$ cat src/rtl/fifo64x16_pkg.sv
// Shared sizing constants for the 64x16 FIFO controller and its RAM.
package fifo64x16_pkg;

  localparam int unsigned DEPTH  = 64;
  localparam int unsigned WIDTH  = 16;
  localparam int unsigned ADDR_W = 6;
  localparam int unsigned PTR_W  = 7;

endpackage

$ cat src/rtl/fifo64x16_ram.sv
// Simple dual-port RAM: one synchronous write port, one registered read port.
module fifo64x16_ram
  import fifo64x16_pkg::*;
#(
  parameter int unsigned Depth = fifo64x16_pkg::DEPTH,
  parameter int unsigned Width = fifo64x16_pkg::WIDTH,
  parameter int unsigned AddrW = $clog2(Depth)
) (
  input  logic             clk,
  input  logic             rst,
  input  logic             wr,
  input  logic [AddrW-1:0] waddr,
  input  logic [Width-1:0] d_in,
  input  logic             rd,
  input  logic [AddrW-1:0] raddr,
  output logic [Width-1:0] d_out
);

  logic [Width-1:0] mem [Depth];

  // Storage array is deliberately not reset; only the read register is.
  always_ff @(posedge clk) begin
    if (wr) begin
      mem[waddr] <= d_in;
    end
  end

  always_ff @(posedge clk) begin
    if (rst) begin
      d_out <= '0;
    end else if (rd) begin
      d_out <= mem[raddr];
    end
  end

endmodule

$ cat src/rtl/fifo64x16_ctrl.sv
// Synchronous FIFO controller: wrap-bit pointers, registered flags, sticky over/underflow.
module fifo64x16_ctrl
  import fifo64x16_pkg::*;
#(
  parameter int unsigned DEPTH = fifo64x16_pkg::DEPTH,
  parameter int unsigned WIDTH = fifo64x16_pkg::WIDTH
) (
  input  logic                   clk,
  input  logic                   rst,
  input  logic                   push,
  input  logic [WIDTH-1:0]       d_in,
  input  logic                   pop,
  output logic [WIDTH-1:0]       d_out,
  output logic                   d_valid,
  output logic                   full,
  output logic                   empty,
  output logic [$clog2(DEPTH):0] count,
  output logic                   overflow,
  output logic                   underflow
);

  localparam int unsigned AW = $clog2(DEPTH);
  localparam int unsigned PW = AW + 1;

  logic [PW-1:0] wptr_q, wptr_d;
  logic [PW-1:0] rptr_q, rptr_d;
  logic [PW-1:0] count_q;
  logic          full_q, empty_q;
  logic          d_valid_q;
  logic          overflow_q, underflow_q;
  logic          push_ok, pop_ok;

  // Flags are registered, so acceptance never depends combinationally on the other request.
  always_comb begin
    push_ok = push & ~full_q;
    pop_ok  = pop & ~empty_q;
    wptr_d  = wptr_q + PW'(push_ok);
    rptr_d  = rptr_q + PW'(pop_ok);
  end

  always_ff @(posedge clk) begin
    if (rst) begin
      wptr_q      <= '0;
      rptr_q      <= '0;
      count_q     <= '0;
      full_q      <= 1'b0;
      empty_q     <= 1'b1;
      d_valid_q   <= 1'b0;
      overflow_q  <= 1'b0;
      underflow_q <= 1'b0;
    end else begin
      wptr_q      <= wptr_d;
      rptr_q      <= rptr_d;
      count_q     <= wptr_d - rptr_d;
      full_q      <= (wptr_d[AW] != rptr_d[AW]) && (wptr_d[AW-1:0] == rptr_d[AW-1:0]);
      empty_q     <= (wptr_d == rptr_d);
      d_valid_q   <= pop_ok;
      overflow_q  <= overflow_q | (push & full_q);
      underflow_q <= underflow_q | (pop & empty_q);
    end
  end

  fifo64x16_ram #(
    .Depth (DEPTH),
    .Width (WIDTH),
    .AddrW (AW)
  ) u_ram (
    .clk   (clk),
    .rst   (rst),
    .wr    (push_ok & ~rst),
    .waddr (wptr_q[AW-1:0]),
    .d_in  (d_in),
    .rd    (pop_ok & ~rst),
    .raddr (rptr_q[AW-1:0]),
    .d_out (d_out)
  );

  // Masking with rst keeps a strobe from a pop just before reset out of the reset cycle.
  assign d_valid   = d_valid_q & ~rst;
  assign full      = full_q;
  assign empty     = empty_q;
  assign count     = count_q;
  assign overflow  = overflow_q;
  assign underflow = underflow_q;

endmodule

$ cat config.mk
export PLATFORM = sky130hd
export DESIGN_NAME = fifo64x16_ctrl
export DESIGN_NICKNAME = d
export VERILOG_FILES = /design/src/rtl/fifo64x16_pkg.sv /design/src/rtl/fifo64x16_ram.sv /design/src/rtl/fifo64x16_ctrl.sv
export SDC_FILE = /design/constraint.sdc
export NUM_CORES = 1
export LEC_CHECK = 0
export CORE_MARGIN = 1
export CORE_UTILIZATION = 30
export CTS_BUF_LIST = sky130_fd_sc_hd__clkbuf_4 sky130_fd_sc_hd__clkbuf_8
export CTS_CLUSTER_DIAMETER = 150
export CTS_CLUSTER_SIZE = 30
export DETAILED_ROUTE_END_ITERATION = 7
export PLACE_DENSITY = 0.46
export SYNTH_ARGS = -nofsm -noshare
export SYNTH_HDL_FRONTEND = slang
export SYNTH_HIERARCHICAL = 1
export SYNTH_SLANG_ARGS = --single-unit
$ cat constraint.sdc
create_clock -name clk -period 5.1 [get_ports clk]
set_clock_uncertainty 0.15 [all_clocks]
set_input_delay 1.02 -clock clk [delete_from_list [all_inputs] [get_ports clk]]
set_output_delay 1.02 -clock clk [all_outputs]
set_load 0.02 [all_outputs]
==> run metrics <==
Worst path max stage delay=0.55 ns; Synth Flop Type=edfxtp_1; Largest delay share family, worst path=buffers and inverters; Num CTS Buffers=slightly above 40; crit end category=output port; Area contributors post-synth=edfxtp_1 74%, mux4_2 7.0%, mux2_2 5.2%, dfxtp_1 2.0%, a211oi_1 1.2%; grt total ovfl=0; crit path buf inv count=3; IO Pins=48; initial detailed-routing violation count=~1,800; Synth async-reset ratio=0; # Max-Cap Violations=0; final net count=2,279; Total Power=around 14 mW; die width=around 370 um; P_leak=roughly 13 nW; HPWL after DPL=68.5 mm; Placed Area=about 0.044 mm^2; top-count cell post-synth=edfxtp_1; CTS tree=done; Setup violations, final=0; Crit Path Max Fanout=39; DRC=0; Distinct cells, synth=52; EDFF count, synth=between 1,000 and 1,500; Max Slew Vio Count=0; area leader, netlist=edfxtp_1; Avg Vias per Cell=5.03; worst path cell trace=clkdlybuf4s50_1 -> buf_4 -> nor2b_1 -> clkdlybuf4s50_1; Worst Tran Pin Value=between 1 and 1.5 ns; average wire per standard cell=around 27 um; Post-Synthesis Cell Area=between 0.04 and 0.05 mm^2; Setup Fix Bufs, Post-CTS=0; routed vias=around 20,000; HP Class=reg -> reg; Max IR drop VDD=157 uV; CTS Root Cell=clkbuf_8; top cell type's share of synthesized area=0.743; Post-Syn Nets=about 2,200; largest net degree at the start of global routing=between 80 and 90; Tmin final=between 3 and 4 ns; GRT Util Overall=0.155; top cells by count, synth=1,024 x edfxtp_1, 192 x mux2_2, 128 x mux4_2; status=completed; critical path's slowest cell=clkdlybuf4s50_1; vias in the first global route=between 20,000 and 25,000; final antenna-violating net count=0; die extent in y=373 um; htree depth=2; number of antenna violations at the first check in global routing=6; Slew HR=0.248; #FFs+latches synth=approximately 1,100; cell mode on critical path=clkdlybuf4s50_1; Inst Count DP=between 3,000 and 4,000; Worst-path clk slew=~0.17 ns; Core Rows=135; Setup TNS Final=0 ns; cts hold-fix bufs=0; layout cells sized above 1=0.250; RSZ-0062 raised after global routing=no; first-pass GRT wire length=about 150 mm; Initial Utilization=0.304; Die ar.=0.139 mm^2; clock latency on the worst-skew pair=0.77 ns; final period utilization=0.717; 1st-pass router iterations=7; Final Non-Filler Cells=approximately 4,100; drt total wl=roughly 110 mm; worst hold slack=between 0.3 and 0.4 ns; IO buf count=47; Layout area overhead=9.19%; Peak Freq=approximately 270 MHz; critical path class=in -> out; RD Place Congestion=0.822; Filler cells=between 10,000 and 15,000; Core Region=between 0.1 and 0.15 mm^2; Post-CTS Resized=0; Worst setup SP type=input port; syn avg cell area=around 19 um^2; design area=0.0452 mm^2; Yosys warning count=6; PD cells=approximately 310 mW/mm^2; Final Hold Viols=0; Clock Sinks=about 1,100; Clock Path Buffers=3; register area share after synthesis=0.763; Worst Path Arrival=around 2.5 ns; Crit path required time=3.93 ns; Post-Synthesis Cells=~2,200
-- worst min-delay path: cells and delay by family, from the launching register on --
| family | cells | cell delay, ns |
|---|---|---|
| DFF | 1 | 0.38 |
| and+or+nand+nor | 1 | 0.07 |
| AOI/OAI and AO/OA | 1 | 0.04 |
-- state kept, by name (all words and copies together) (netlist names) --
signal,cells
count,7
d_valid_q,1
empty,1
full,1
overflow,1
rptr_q,7
u_ram/d_out,16
u_ram/mem,1024
underflow,1
wptr_q,7
-- layout make-up --
| class | instances | area, um^2 | area share |
|---|---|---|---|
| antenna | 6 | 15.0 | 0.000332 |
| clock buffer | 59 | 706 | 0.0156 |
| clock inverter | 2 | 25.0 | 0.000554 |
| inverter | 5 | 18.8 | 0.000415 |
| multi-input combinational | 969 | 9220 | 0.204 |
| sequential | 1066 | 31600 | 0.699 |
| tap | 1781 | 2230 | 0.0493 |
| timing repair buffer | 168 | 1390 | 0.0307 |
-- power breakdown --
part	internal (mW)	total (mW)	switching (mW)
clock	0.905	3.37	2.47
combinational	0.381	1.10	0.723
sequential	9.62	9.65	0.0374
total	10.9	14.1	3.23
-- logic make-up (layout without fill, tap and decap cells) --
family | after synthesis | after routing | synth area share
AOI/OAI and AO/OA | 321 | 321 | 0.0537
xor gates and xnor gates | 17 | 17 | 0.00414
other | 0 | 6 | 0
DFF | 1066 | 1066 | 0.763
adders and majority gates | 10 | 10 | 0.00314
and+or+nand+nor | 300 | 300 | 0.0382
buffers and inverters | 131 | 234 | 0.0155
muxes | 321 | 321 | 0.122
-- layout by cell type, fill, tap and decap left out, drive strengths merged, types with 64 or more instances in the layout --
| cell | netlist | final |
|---|---|---|
| mux2 | 192 | 192 |
| nor2b | 73 | 73 |
| a211oi | 65 | 65 |
| mux4 | 128 | 128 |
| buf | 65 | 137 |
| edfxtp | 1024 | 1024 |
| nor3 | 67 | 67 |
| o21ai | 67 | 67 |
| o22ai | 64 | 64 |
| nor2 | 90 | 90 |
-- per-stage QoR --
step / utilization / setup slack (ns)
after CTS: 0.332 / 1.43
final: 0.332 / 1.44
after detailed placement: 0.326 / 0.883
after global placement: 0.326 / 0.922
after floorplan: - / 1.67
after global routing: 0.332 / 1.36
-- routing by layer --
metal | vias up | global-route usage | wire length, um | part of all wire
met5 | - | 0 | 13 | 0.00012
met4 | 2 | 0.0405 | 2540 | 0.023
met3 | 97 | 0.0188 | 5320 | 0.048
met2 | 482 | 0.260 | 54100 | 0.49
met1 | 10900 | 0.212 | 47800 | 0.44
li1 | 8914 | - | - | -
-- worst paths after layout --
check                           cells after the start  slack [ns]               to      start
worst max-delay path                                4        1.44          d_valid        rst
worst min-delay path                                2        0.36        underflow  underflow
worst max register to register                      6        1.50  u_ram/d_out[14]  rptr_q[2]
worst min register to register                      2        0.36        underflow  underflow
No activity file was read; power rests on OpenSTA's default activity.
